File: src/rtl/axis_pkg.sv
// Shared definitions for the AXI-Stream packet demultiplexer:
// header field defaults, drop-reason codes, FSM state encoding and a
// saturating counter helper.
package axis_pkg;

    localparam logic [15:0]  MAGIC_DEFAULT       = 16'hB6CF;
    localparam int unsigned  MAGIC_LSB           = 16;
    localparam int unsigned  MAGIC_WIDTH         = 16;
    localparam int unsigned  INDEX_START_DEFAULT = 10;
    localparam int unsigned  INDEX_WIDTH_DEFAULT = 5;
    localparam int unsigned  DEST_SHIFT_DEFAULT  = 2;
    localparam int unsigned  COUNT_WIDTH         = 16;
    localparam int unsigned  DROP_CODE_WIDTH     = 2;

    typedef enum logic [DROP_CODE_WIDTH-1:0] {
        DROP_NONE      = 2'b00,
        DROP_BAD_MAGIC = 2'b01,
        DROP_BAD_DEST  = 2'b10
    } drop_code_e;

    typedef enum logic [1:0] {
        ST_IDLE = 2'b00,
        ST_FWD  = 2'b01,
        ST_DROP = 2'b10
    } demux_state_e;

    // Increment that sticks at all-ones instead of wrapping.
    function automatic logic [COUNT_WIDTH-1:0] sat_inc(input logic [COUNT_WIDTH-1:0] v);
        return (v == {COUNT_WIDTH{1'b1}}) ? v : v + COUNT_WIDTH'(1);
    endfunction

endpackage

File: src/rtl/axis_demux_if.sv
// AXI-Stream bundle with LANES parallel lanes sharing one flattened bus.
// Lane k occupies tdata[(k+1)*DATA_WIDTH-1 : k*DATA_WIDTH] (tuser likewise).
//   tvalid/tready/tlast : LANES bits, per-lane handshake
//   tdata               : LANES*DATA_WIDTH
//   tuser               : LANES*USER_WIDTH
// master drives payload/valid, slave drives ready.
interface axis_demux_if #(
    parameter int unsigned DATA_WIDTH = 32,
    parameter int unsigned USER_WIDTH = 1,
    parameter int unsigned LANES      = 1
) ();

    logic [LANES-1:0]            tvalid;
    logic [LANES-1:0]            tready;
    logic [LANES-1:0]            tlast;
    logic [LANES*DATA_WIDTH-1:0] tdata;
    logic [LANES*USER_WIDTH-1:0] tuser;

    modport master (
        output tvalid, tdata, tuser, tlast,
        input  tready
    );

    modport slave (
        input  tvalid, tdata, tuser, tlast,
        output tready
    );

endinterface

File: src/rtl/axis_out_stage.sv
// Single-entry output holding register shared by all sinks.
//   clk, rst            : clock, synchronous active-high reset (flushes entry)
//   load, load_*        : write a beat and its destination sink
//   m_tready            : per-sink ready
//   can_load_c          : entry empty or draining this cycle
//   m_tvalid/m_tlast/m_tdata/m_tuser : per-sink outputs decoded from the entry
module axis_out_stage #(
    parameter int unsigned DATA_WIDTH = 32,
    parameter int unsigned USER_WIDTH = 1,
    parameter int unsigned NUM_SINKS  = 4,
    parameter int unsigned DEST_W     = 2
) (
    input  logic                           clk,
    input  logic                           rst,
    input  logic                           load,
    input  logic [DEST_W-1:0]              load_dest,
    input  logic [DATA_WIDTH-1:0]          load_data,
    input  logic [USER_WIDTH-1:0]          load_user,
    input  logic                           load_last,
    input  logic [NUM_SINKS-1:0]           m_tready,
    output logic                           can_load_c,
    output logic [NUM_SINKS-1:0]           m_tvalid,
    output logic [NUM_SINKS-1:0]           m_tlast,
    output logic [NUM_SINKS*DATA_WIDTH-1:0] m_tdata,
    output logic [NUM_SINKS*USER_WIDTH-1:0] m_tuser
);

    logic                  valid_q;
    logic [DEST_W-1:0]     dest_q;
    logic [DATA_WIDTH-1:0] data_q;
    logic [USER_WIDTH-1:0] user_q;
    logic                  last_q;

    // Holding register: load has priority, otherwise empty on handshake.
    always_ff @(posedge clk) begin
        if (rst) begin
            valid_q <= 1'b0;
            dest_q  <= '0;
            data_q  <= '0;
            user_q  <= '0;
            last_q  <= 1'b0;
        end else if (load) begin
            valid_q <= 1'b1;
            dest_q  <= load_dest;
            data_q  <= load_data;
            user_q  <= load_user;
            last_q  <= load_last;
        end else if (valid_q && m_tready[dest_q]) begin
            valid_q <= 1'b0;
        end
    end

    assign can_load_c = !valid_q || m_tready[dest_q];

    // Every lane sees the same payload; only the addressed lane is valid.
    always_comb begin
        m_tvalid = '0;
        m_tlast  = '0;
        m_tdata  = '0;
        m_tuser  = '0;
        for (int unsigned k = 0; k < NUM_SINKS; k++) begin
            m_tvalid[k]                          = valid_q && (dest_q == DEST_W'(k));
            m_tlast[k]                           = last_q;
            m_tdata[k*DATA_WIDTH +: DATA_WIDTH]  = data_q;
            m_tuser[k*USER_WIDTH +: USER_WIDTH]  = user_q;
        end
    end

endmodule

File: src/rtl/axis_demux.sv
// Packet demultiplexer: routes each header-led packet on s_axis to one of
// NUM_SINKS lanes of m_axis, chosen by the header index field. Packets with
// a bad magic or out-of-range destination are discarded and counted.
//   clk, rst   : clock, synchronous active-high reset
//   s_axis     : input stream (single lane)
//   m_axis     : output streams (NUM_SINKS lanes, flattened)
//   dropStrobe : one-cycle pulse per discarded packet
//   dropCode   : drop reason, valid with dropStrobe
//   fwdCount   : packets forwarded (saturating)
//   dropCount  : packets dropped (saturating)
module axis_demux
    import axis_pkg::*;
#(
    parameter int unsigned DATA_WIDTH      = 32,
    parameter int unsigned USER_WIDTH      = 1,
    parameter int unsigned NUM_SINKS       = 4,
    parameter logic [15:0] MAGIC           = MAGIC_DEFAULT,
    parameter int unsigned INDEX_START_BIT = INDEX_START_DEFAULT,
    parameter int unsigned INDEX_WIDTH     = INDEX_WIDTH_DEFAULT,
    parameter int unsigned DEST_SHIFT      = DEST_SHIFT_DEFAULT
) (
    input  logic                       clk,
    input  logic                       rst,
    axis_demux_if.slave                s_axis,
    axis_demux_if.master               m_axis,
    output logic                       dropStrobe,
    output logic [DROP_CODE_WIDTH-1:0] dropCode,
    output logic [COUNT_WIDTH-1:0]     fwdCount,
    output logic [COUNT_WIDTH-1:0]     dropCount
);

    localparam int unsigned DEST_W = $clog2(NUM_SINKS);

    demux_state_e state_q, state_nxt;
    logic [DEST_W-1:0] cur_dest_q, cur_dest_nxt;
    logic              drop_strobe_nxt;
    drop_code_e        drop_code_nxt;
    logic              fwd_inc, drop_inc;

    logic                   can_load_c;
    logic                   s_ready_c;
    logic                   accept_c;
    logic                   load_c;
    logic [DEST_W-1:0]      load_dest_c;

    logic [MAGIC_WIDTH-1:0] hdr_magic;
    logic [INDEX_WIDTH-1:0] hdr_index;
    logic [INDEX_WIDTH-1:0] hdr_dest_full;
    logic                   hdr_dest_bad;
    logic [DEST_W-1:0]      hdr_dest;

    // Header decode, meaningful only on a header beat.
    assign hdr_magic     = s_axis.tdata[MAGIC_LSB +: MAGIC_WIDTH];
    assign hdr_index     = s_axis.tdata[INDEX_START_BIT +: INDEX_WIDTH];
    assign hdr_dest_full = hdr_index >> DEST_SHIFT;
    assign hdr_dest_bad  = 32'(hdr_dest_full) >= NUM_SINKS;
    assign hdr_dest      = DEST_W'(hdr_dest_full);

    // Ready: follows the holding register except while discarding.
    always_comb begin
        s_ready_c = 1'b0;
        if (!rst) begin
            s_ready_c = (state_q == ST_DROP) ? 1'b1 : can_load_c;
        end
    end

    assign s_axis.tready = s_ready_c;
    assign accept_c      = s_axis.tvalid && s_ready_c;

    // Next-state and per-beat actions.
    always_comb begin
        state_nxt       = state_q;
        cur_dest_nxt    = cur_dest_q;
        load_c          = 1'b0;
        load_dest_c     = cur_dest_q;
        drop_strobe_nxt = 1'b0;
        drop_code_nxt   = DROP_NONE;
        fwd_inc         = 1'b0;
        drop_inc        = 1'b0;
        unique case (state_q)
            ST_IDLE: begin
                if (accept_c) begin
                    if (hdr_magic != MAGIC) begin
                        drop_strobe_nxt = 1'b1;
                        drop_code_nxt   = DROP_BAD_MAGIC;
                        drop_inc        = 1'b1;
                        if (!s_axis.tlast) state_nxt = ST_DROP;
                    end else if (hdr_dest_bad) begin
                        drop_strobe_nxt = 1'b1;
                        drop_code_nxt   = DROP_BAD_DEST;
                        drop_inc        = 1'b1;
                        if (!s_axis.tlast) state_nxt = ST_DROP;
                    end else begin
                        load_c       = 1'b1;
                        load_dest_c  = hdr_dest;
                        cur_dest_nxt = hdr_dest;
                        fwd_inc      = 1'b1;
                        if (!s_axis.tlast) state_nxt = ST_FWD;
                    end
                end
            end
            ST_FWD: begin
                if (accept_c) begin
                    load_c = 1'b1;
                    if (s_axis.tlast) state_nxt = ST_IDLE;
                end
            end
            ST_DROP: begin
                if (accept_c && s_axis.tlast) state_nxt = ST_IDLE;
            end
            default: state_nxt = ST_IDLE;
        endcase
    end

    // State, drop report and counters.
    always_ff @(posedge clk) begin
        if (rst) begin
            state_q    <= ST_IDLE;
            cur_dest_q <= '0;
            dropStrobe <= 1'b0;
            dropCode   <= DROP_NONE;
            fwdCount   <= '0;
            dropCount  <= '0;
        end else begin
            state_q    <= state_nxt;
            cur_dest_q <= cur_dest_nxt;
            dropStrobe <= drop_strobe_nxt;
            dropCode   <= drop_code_nxt;
            if (fwd_inc)  fwdCount  <= sat_inc(fwdCount);
            if (drop_inc) dropCount <= sat_inc(dropCount);
        end
    end

    axis_out_stage #(
        .DATA_WIDTH (DATA_WIDTH),
        .USER_WIDTH (USER_WIDTH),
        .NUM_SINKS  (NUM_SINKS),
        .DEST_W     (DEST_W)
    ) u_out_stage (
        .clk        (clk),
        .rst        (rst),
        .load       (load_c),
        .load_dest  (load_dest_c),
        .load_data  (s_axis.tdata),
        .load_user  (s_axis.tuser),
        .load_last  (s_axis.tlast),
        .m_tready   (m_axis.tready),
        .can_load_c (can_load_c),
        .m_tvalid   (m_axis.tvalid),
        .m_tlast    (m_axis.tlast),
        .m_tdata    (m_axis.tdata),
        .m_tuser    (m_axis.tuser)
    );

endmodule

File: src/flat_wrapper.sv
// flat-port wrapper written by rule: the top's interface ports become plain ports
module axis_demux_flat import axis_pkg::*;
#(
    parameter int unsigned DATA_WIDTH      = 32,
    parameter int unsigned USER_WIDTH      = 1,
    parameter int unsigned NUM_SINKS       = 4,
    parameter logic [15:0] MAGIC           = MAGIC_DEFAULT,
    parameter int unsigned INDEX_START_BIT = INDEX_START_DEFAULT,
    parameter int unsigned INDEX_WIDTH     = INDEX_WIDTH_DEFAULT,
    parameter int unsigned DEST_SHIFT      = DEST_SHIFT_DEFAULT
)
  (clk, rst, dropStrobe, dropCode, fwdCount, dropCount, s_axis_tvalid, s_axis_tdata, s_axis_tuser, s_axis_tlast, s_axis_tready, m_axis_tvalid, m_axis_tdata, m_axis_tuser, m_axis_tlast, m_axis_tready);
  axis_demux_if #(.DATA_WIDTH(DATA_WIDTH), .USER_WIDTH(USER_WIDTH), .LANES(1)) s_axis_i ();
  axis_demux_if #(.DATA_WIDTH(DATA_WIDTH), .USER_WIDTH(USER_WIDTH), .LANES((4))) m_axis_i ();
  input  logic clk;
  input  logic rst;
  output logic dropStrobe;
  output logic [DROP_CODE_WIDTH-1:0] dropCode;
  output logic [COUNT_WIDTH-1:0] fwdCount;
  output logic [COUNT_WIDTH-1:0] dropCount;
  input wire logic [$bits(s_axis_i.tvalid)-1:0] s_axis_tvalid;
  input wire logic [$bits(s_axis_i.tdata)-1:0] s_axis_tdata;
  input wire logic [$bits(s_axis_i.tuser)-1:0] s_axis_tuser;
  input wire logic [$bits(s_axis_i.tlast)-1:0] s_axis_tlast;
  output wire logic [$bits(s_axis_i.tready)-1:0] s_axis_tready;
  output wire logic [$bits(m_axis_i.tvalid)-1:0] m_axis_tvalid;
  output wire logic [$bits(m_axis_i.tdata)-1:0] m_axis_tdata;
  output wire logic [$bits(m_axis_i.tuser)-1:0] m_axis_tuser;
  output wire logic [$bits(m_axis_i.tlast)-1:0] m_axis_tlast;
  input wire logic [$bits(m_axis_i.tready)-1:0] m_axis_tready;
  assign s_axis_i.tvalid = s_axis_tvalid;
  assign s_axis_i.tdata = s_axis_tdata;
  assign s_axis_i.tuser = s_axis_tuser;
  assign s_axis_i.tlast = s_axis_tlast;
  assign s_axis_tready = s_axis_i.tready;
  assign m_axis_tvalid = m_axis_i.tvalid;
  assign m_axis_tdata = m_axis_i.tdata;
  assign m_axis_tuser = m_axis_i.tuser;
  assign m_axis_tlast = m_axis_i.tlast;
  assign m_axis_i.tready = m_axis_tready;
  axis_demux #(.DATA_WIDTH(DATA_WIDTH), .USER_WIDTH(USER_WIDTH), .NUM_SINKS(NUM_SINKS), .MAGIC(MAGIC), .INDEX_START_BIT(INDEX_START_BIT), .INDEX_WIDTH(INDEX_WIDTH), .DEST_SHIFT(DEST_SHIFT)) u_core (.clk(clk), .rst(rst), .s_axis(s_axis_i), .m_axis(m_axis_i), .dropStrobe(dropStrobe), .dropCode(dropCode), .fwdCount(fwdCount), .dropCount(dropCount));
endmodule
File: config.mk
export PLATFORM = sky130hd
export DESIGN_NAME = axis_demux_flat
export DESIGN_NICKNAME = d
export VERILOG_FILES = /design/src/rtl/axis_pkg.sv /design/src/rtl/axis_demux_if.sv /design/src/rtl/axis_out_stage.sv /design/src/rtl/axis_demux.sv /design/src/flat_wrapper.sv
export SDC_FILE = /design/constraint.sdc
export NUM_CORES = 1
export LEC_CHECK = 0
export CORE_ASPECT_RATIO = 0.6
export CORE_MARGIN = 4
export CORE_UTILIZATION = 40
export DETAILED_ROUTE_END_ITERATION = 10
export PLACE_DENSITY = 0.81
export SYNTH_ARGS = -nofsm -noshare
export SYNTH_HDL_FRONTEND = slang
export SYNTH_HIERARCHICAL = 1
export SYNTH_SLANG_ARGS = --single-unit
File: constraint.sdc
create_clock -name clk -period 3.1 [get_ports clk]
set_input_delay 0.62 -clock clk [delete_from_list [all_inputs] [get_ports clk]]
set_output_delay 0.62 -clock clk [all_outputs]
set_load 0.05 [all_outputs]
======== Word-level counts from Yosys, hierarchy flattened ========
Index checks and enable logic that the tools add are counted.
cells by class
  multiplexer cells ....................... 31
  magnitude comparators ................... 2
  add/sub/neg operators ................... 2
  bitwise logic cells ..................... 4
  equality and inequality tests ........... 13
  reductions and logical operators ........ 17
operators with widths
  cell                   number
  $add 16x1->16 const B  2
  $eq 16x16->1 const B   2
  $mux 2                 13
  $ne 16x16->1 const B   1
  $mux 1                 15
  $logic_and 1x1->1      7
  $eq 2x2->1 const B     3
  $pmux 2 s3             1
  $reduce_and 5->1       1
  $eq 2x1->1 const B     2
  $logic_not 2->1        2
  $ne 2x1->1 const B     2
  $ne 2x2->1 const B     2
  $ne 4x2->1 const B     1
  $not 1->1              4
  $reduce_and 2->1       2
  $reduce_or 4->1        1
  $ge 3x3->1 const B     1
  $lt 2x3->1 const B     1
  $reduce_or 3->1        1
  $bmux 1 s2             1
  $pmux 1 s2             1
  $reduce_bool 2->1      1
  $logic_not 1->1        1
  $logic_or 1x1->1       1
word-level totals
  word-level logic and storage cells ...... 81
  output and inout bits ................... 176
  register bits ........................... 76
  input port bits ......................... 41

======== Logic depth before layout (Yosys ltp) ========
  depth in word-level cells ............... 9
  mapped depth ............................ 9

======== Hierarchy ========
Netlist, hierarchy kept.
modules (own cells, without submodules)
  module          instances  area each (um2)  sequential area each (um2)  cells an instance
  axis_out_stage  1          2188.3           740.7                       235
  axis_demux      1          1981.9           780.7                       230

======== Least setup slack after synthesis ========
OpenSTA, ideal clock, no wires.
  path kind ............................... input-to-output
  from .................................... input port m_axis_tready[1]
  to ...................................... output port s_axis_tready
  path buffers ............................ 0
  setup slack ............................. 668 ps
  arrival time ............................ 1812 ps
  data required time ...................... 2480 ps
  stages .................................. 4
  path through ............................ mux4_2 -> nand2b_1 -> inv_1 -> a21oi_1
on the way
  longest elaborated chain between the ends .. 5
RTL lines
  what                          line                  text
  start, declared               flat_wrapper.sv:30    input wire logic [$bits(m_axis_i.tready)-1:0] m_axis_tready;
  $bmux 1 s2                    axis_out_stage.sv:53  assign can_load_c = !valid_q || m_tready[dest_q];
  $mux 1 (not written as such)  axis_out_stage.sv:53
  $logic_or 1x1->1              axis_out_stage.sv:53
  net u_core.can_load_c         axis_demux.sv:40      logic can_load_c;
  $mux 1                        axis_demux.sv:63      s_ready_c = (state_q == ST_DROP) ? 1'b1 : can_load_c;
  $mux 1                        axis_demux.sv:62      if (!rst) begin
  end, declared                 flat_wrapper.sv:25    output wire logic [$bits(s_axis_i.tready)-1:0] s_axis_tready;
The timed path passes the listed nets, and every way through them passes these cells. The select of a mux whose other input is x is not followed.

======== Worst setup path in the final report ========
  from .................................... input port m_axis_tready[2]
  to ...................................... register u_core.fwdCount[6]
on the way
  longest elaborated chain between the ends .. 9
RTL lines
  what                               line                  text
  $bmux 1 s2                         axis_out_stage.sv:53
  $mux 1 (not written as such)       axis_out_stage.sv:53
  $logic_or 1x1->1                   axis_out_stage.sv:53
  net u_core.can_load_c              axis_demux.sv:40
  $mux 1                             axis_demux.sv:63
  $mux 1                             axis_demux.sv:62
  $logic_and 1x1->1                  axis_demux.sv:68      assign accept_c = s_axis.tvalid && s_ready_c;
  $mux 1                             axis_demux.sv:82      if (accept_c) begin
  $mux 1                             axis_demux.sv:80      unique case (state_q)
  $reduce_and 2->1 (no source line)  --
  end signal, assigned               axis_demux.sv:129     if (fwd_inc) fwdCount <= sat_inc(fwdCount);
  end, declared                      axis_demux.sv:28      output logic [COUNT_WIDTH-1:0] fwdCount,
The timed path passes the listed nets, and every way through them passes these cells. The select of a mux whose other input is x is not followed.
A chain may end at the register's enable or synchronous reset.

==> flow_metrics.tcl <==
set metrics [dict create \
    n_antenna_cell 0 \
    core_area_mm2 0.0100 \
    ys_ff_latch 76 \
    avgSynthCellArea_um2 8.97 \
    via_per_inst 5.04 \
    cts_buffer_depth 2 \
    hp-class "flop to flop" \
    place_inst 706 \
    rsz0062_at_grt "no" \
    die_w_um 140 \
    met2_usage_pct 31.1 \
    drive_gt1_share_pct 6.66 \
    crit_path_max_fanout 10 \
    gp_congestion 0.856 \
    cts_tree "built" \
    antenna_found_initial 0 \
    vias 3637 \
    worst_clock_skew_ps 5.40 \
    numClockSinks 76 \
    drc 0 \
    numPortBuffers 216 \
    cts_made_buffers 9 \
    finalCritPeriodShare_pct 88.1 \
    power.density_mw_per_mm2 336 \
    critPathRequiredTime_ps 3340 \
    cts_hold_buf 0 \
    num_rows 28 \
    grt_pass1_vias 3631 \
    grt_pass1_wl_um 18300 \
    syn_inst 465 \
    setup_viol 0 \
    synth_edf_count 0 \
    yosys_warnings 6 \
    worstSkewPairLatency_ps 320 \
    slew_headroom_pct 47.1 \
    cts_setup_buffers 0 \
    tns_ps 0 \
    finalHoldViolations 0 \
    top_usage_layer "met2" \
    grt_overflow 0 \
    maxCapViolCount 0 \
    cts_max_level 3 \
    irDropWorstVdd_uv 263 \
    register_area_mm2 0.00152 \
    grtUsageTotal_pct 18.5 \
    arrival_ps 2970 \
    grtUsageMet3_pct 6.53 \
    drv_slew 0 \
    layout_min_cycle_time_ps 2730 \
    routed_wl_um 11400 \
    ant_nets 0 \
    power_uw 2020 \
    wl_per_cell_um 15.9 \
    dp.final_hpwl_um 8630 \
    grt_util_met1_pct 23.4 \
    worstSetupStartpointType "input port" \
    cts_resized 0 \
    synth_area_mm2 0.00417 \
    synthFlopType "dfxtp_1" \
    synthDistinctLibCells 48 \
    ctsRootBufferMaster "clkbuf_16" \
    crit_type "input port to flop" \
    seq_area_frac_synth_pct 36.5 \
    fill_cells 841 \
    syn-num-nets 508 \
    fmax_mhz 366 \
    dieHeight_um 87.1 \
    die-area_mm2 0.0122 \
    ios 217 \
    grt_max_degree 75 \
    endpoint_kind "flop" \
    clk_pin_slew_worst_paths_ps 60 \
    fin_nets 625 \
    dr.pass1.iters 5 \
    multiInputGateArea_mm2 0.00175 \
    p_leak_uw 0.00198 \
    initial_core_util_pct 41.6 \
    tightest_slew_ps 786 \
    status "complete, no violations" \
    fin_cells 721 \
    drtIter0Drc 214 \
    async_flop_share_pct 0 \
    syn2layout_area_growth_pct 43.7 \
]
==> layout make-up <==
cell class | instances | area share (%)
clock buffers | 12 | 3.95
flip-flops and latches | 76 | 25.4
clock inverters | 3 | 0.251
multi-input cells | 262 | 29.3
repair buffers | 227 | 38.0
well taps | 135 | 2.82
inverters | 6 | 0.376
==> path summary, 6_finish.rpt <==
| kind | endpoint | startpoint | cells past startpoint | slack (ps) |
|---|---|---|---|---|
| worst max register to register | u_core/fwdCount[0]$_SDFFE_PP0P_ | u_core/fwdCount[0]$_SDFFE_PP0P_ | 7 | 590 |
| worst max-delay path | u_core/fwdCount[6]$_SDFFE_PP0P_ | m_axis_tready[2] | 9 | 370 |
| worst min register to register | u_core/state_q[0]$_SDFFE_PP0P_ | u_core/state_q[1]$_SDFFE_PP0P_ | 1 | 480 |
| worst min-delay path | u_core/state_q[0]$_SDFFE_PP0P_ | u_core/state_q[1]$_SDFFE_PP0P_ | 1 | 480 |
==> cells by family after synthesis <==
| logic type | synth area share (%) |
|---|---|
| and+or+nand+nor | 21.2 |
| buffers and inverters | 21.6 |
| DFF | 36.5 |
| AOI/OAI and AO/OA | 7.53 |
| muxes | 10.7 |
| xor gates and xnor gates | 1.89 |
| adders and majority gates | 0.600 |
==> synth_stat cells, drive strengths merged (4+ instances only) <==
master | instances | area, µm²
clkbuf | 9 | 33.8
and4 | 5 | 43.8
nand4 | 12 | 75.1
buf | 112 | 846
o31ai | 7 | 52.6
nand3 | 12 | 60.1
mux2i | 40 | 400
or3 | 14 | 87.6
xor2 | 6 | 52.6
or4 | 8 | 60.1
a21oi | 23 | 115
inv | 6 | 22.5
nor4 | 4 | 40.0
nor3 | 4 | 20.0
and3 | 5 | 32.5
dfxtp | 76 | 1520
nor2 | 54 | 205
nand2 | 13 | 48.8
o21ai | 14 | 70.1
==> through the flow <==
| step | hold WS (ps) | utilization (%) | worst slack, ps | area (µm²) |
|---|---|---|---|---|
| 5_1_grt | 510 | 59.8 | 287 | 5990 |
| 6_report | 483 | 59.8 | 368 | 5990 |
| 2_1_floorplan | 423 | - | 668 | 4170 |
| 3_5_place_dp | 472 | 57.3 | 67.6 | 5740 |
| 4_1_cts | 483 | 59.8 | 380 | 5990 |
| 3_3_place_gp | 447 | 57.3 | 170 | 5740 |
==> power breakdown <==
group,internal [µW],switching [µW]
clock,534,371
sequential,982,4.05
combinational,67.1,58.6
==> layout by cell type, fill, tap and decap left out, types with 3 or more instances in the layout <==
cell type,instances
xnor2_1,3
nand4b_1,3
nor2_1,52
or2_2,3
nand2_1,13
xor2_1,6
or4_1,8
clkdlybuf4s50_1,214
o31ai_1,7
nor3_1,4
mux2i_1,40
dfxtp_1,76
nor2b_1,3
and3_1,4
buf_4,9
and4_1,5
nand4_1,12
clkbuf_1,3
a21oi_1,23
or3_1,14
nand3_1,12
inv_1,6
clkbuf_16,9
clkinv_2,3
nor4_1,3
o21ai_0,14
buf_12,3
==> worst max-delay path, cell delays in order <==
cell and delay (ps):
clkdlybuf4s50_1 480, mux4_2 230, nand2b_1 190, nand4bb_4 180
nor4_4 210, buf_4 200, o211ai_2 200, or4_1 470
a21oi_1 180
==> routing by layer <==
metal  wire [µm]  up-vias
met2        5490      185
met4          78        0
met3         946       10
met1        4920     1677
li1            -     1765
met5           0        -
==> sequential cells by signal, summed over array words and instances (netlist names) <==
register / count
u_core/u_out_stage/data_q: 32
u_core/u_out_stage/valid_q: 1
u_core/state_q: 2
u_core/fwdCount: 16
u_core/u_out_stage/user_q: 1
u_core/cur_dest_q: 2
u_core/dropCount: 16
u_core/u_out_stage/dest_q: 2
u_core/dropCode: 2
u_core/u_out_stage/last_q: 1
u_core/dropStrobe: 1
Note: power is estimated with default switching activity, not from simulation.
==> RTL change (same flow settings) <==
The 3 states of `demux_state_e` get a one-hot encoding in 3 bits.
--- a/src/rtl/axis_pkg.sv
+++ b/src/rtl/axis_pkg.sv
@@ -18,10 +18,10 @@
         DROP_BAD_DEST  = 2'b10
     } drop_code_e;
 
-    typedef enum logic [1:0] {
-        ST_IDLE = 2'b00,
-        ST_FWD  = 2'b01,
-        ST_DROP = 2'b10
+    typedef enum logic [2:0] {
+        ST_IDLE = 3'b001,
+        ST_FWD  = 3'b010,
+        ST_DROP = 3'b100
     } demux_state_e;
 
     // Increment that sticks at all-ones instead of wrapping.
Check against the original RTL: same outputs for any inputs over 4 cycles, from zero or initial values and one cycle with rst high; so few cycles prove little.
==> RTL change against the original RTL <==
Worst setup slack worse by 160 ps; die area up 2.8%; wire length up 11%; power up 9.1%; via count up 9.4%; sequential cell count up 1; worst hold slack better by 24 ps; first-iteration DRC count up 20%; sequential power up 1%; final area up 3.8%; utilization up 1.4 points; synthesized area up 3.0%; non-clock buffer count up 8; largest cell class unchanged; largest power group is now the clock network.
==> RTL change: results (changes against the original RTL) <==
status:
  status: "finished, final reports clean"
worst_hold_path:
  hp-start: "u_core/dropCount[3]$_SDFFE_PP0P_"
  hold_path_depth: 2  # +1
  min_to: "u_core/dropCount[3]$_SDFFE_PP0P_"
sta:
  worstMarginPinSlew_ps: 1030  # +242 ps
  hold_slack_ps: 506  # +23.8 ps
yosys:
  synth_cell_types: 50  # +4.2%
  syn-num-nets: 538  # +5.9%
  yosys-top-cells-area: "dfxtp_1, buf_4, mux2i_1"
finish:
  num-nets-final: 661  # +5.8%
  num-fill-cells: 880  # +4.6%
  drive_above_1_share: 0.0770  # +0.0105
worst_setup_path:
  cp_max_fo: 6  # -4
  crit_path_max_incr_delay_ps: 670  # +190 ps
  ff2ff_setup_slack_ps: 490  # -100 ps
  r2r-end: "u_core/fwdCount[10]$_SDFFE_PP0P_"
  rr_startpoint: "u_core/u_out_stage/dest_q[0]$_SDFFE_PP0P_"
global_route:
  grt_pass1_vias: 3772  # +3.9%
  grt_use_total: 0.195  # +0.0105
  grt_pass1_wl_um: 19700  # +7.4%
detailed_routing:
  vias: 3980  # +9.4%
  drt_iter0_drc: 256  # +20%
  vias_per_cell: 5.25  # +4.1%
power:
  power.internal_mw: 1.74  # +10%
  p_seq_frac: 0.454  # -0.035
  max-vdd-ir-drop_mv: 0.302  # +15%
placed_design:
  pre_cts_ws_ps: -85.9  # -154 ps
  dp_hpwl_um: 9860  # +14%
  placed_cells_incl_taps: 742  # +5.1%
-- RTL change: cell types whose count changed after synthesis, moves of 4 or more --
cell,change
xor2_1,-5
nor2b_1,+4
a21oi_1,+6
nand3b_1,+6
or4_1,+11
o31ai_1,+8
nor3_1,+6
or3_1,-6
-- RTL change: how the worst max path moves through the flow --
stage / from / end / slack (ps) / depth (start not counted)
after floorplan: s_axis_tdata[20] / u_core/u_out_stage/data_q[0]$_SDFFE_PP0P_ / 370 / 10
after global placement: m_axis_tready[1] / u_core/fwdCount[10]$_SDFFE_PP0P_ / -20 / 8
after detailed placement: s_axis_tdata[20] / u_core/u_out_stage/data_q[26]$_SDFFE_PP0P_ / -90 / 9
after CTS: s_axis_tdata[20] / u_core/u_out_stage/data_q[26]$_SDFFE_PP0P_ / 250 / 9
after global routing: s_axis_tdata[20] / u_core/u_out_stage/last_q$_SDFFE_PP0P_ / 120 / 9
final: s_axis_tdata[20] / u_core/fwdCount[10]$_SDFFE_PP0P_ / 210 / 6
-- RTL change: cell type report --
class                   instances  area, µm²  area share
multi-input cells             287       1860       0.299
inverters                       8       30.0     0.00483
flip-flops and latches         77       1540       0.248
repair buffers                235       2310       0.371
clock inverters                 4       45.0     0.00724
well taps                     135        169      0.0272
clock buffers                  12        267      0.0428
-- RTL change: cell families (layout without fill, tap and decap cells) --
logic type,count (synthesis),in the layout,share of synthesized area
AOI/OAI and AO/OA,70,70,0.100
buffers and inverters,131,259,0.211
xor gates and xnor gates,1,1,0.00204
adders and majority gates,2,2,0.00582
and+or+nand+nor,172,172,0.220
DFF,77,77,0.359
muxes,42,42,0.102
-- RTL change: routing by layer --
layer	track usage	routed length (µm)
met5	0	0
met4	0.0409	150
met2	0.341	6300
met1	0.247	5350
met3	0.0535	856
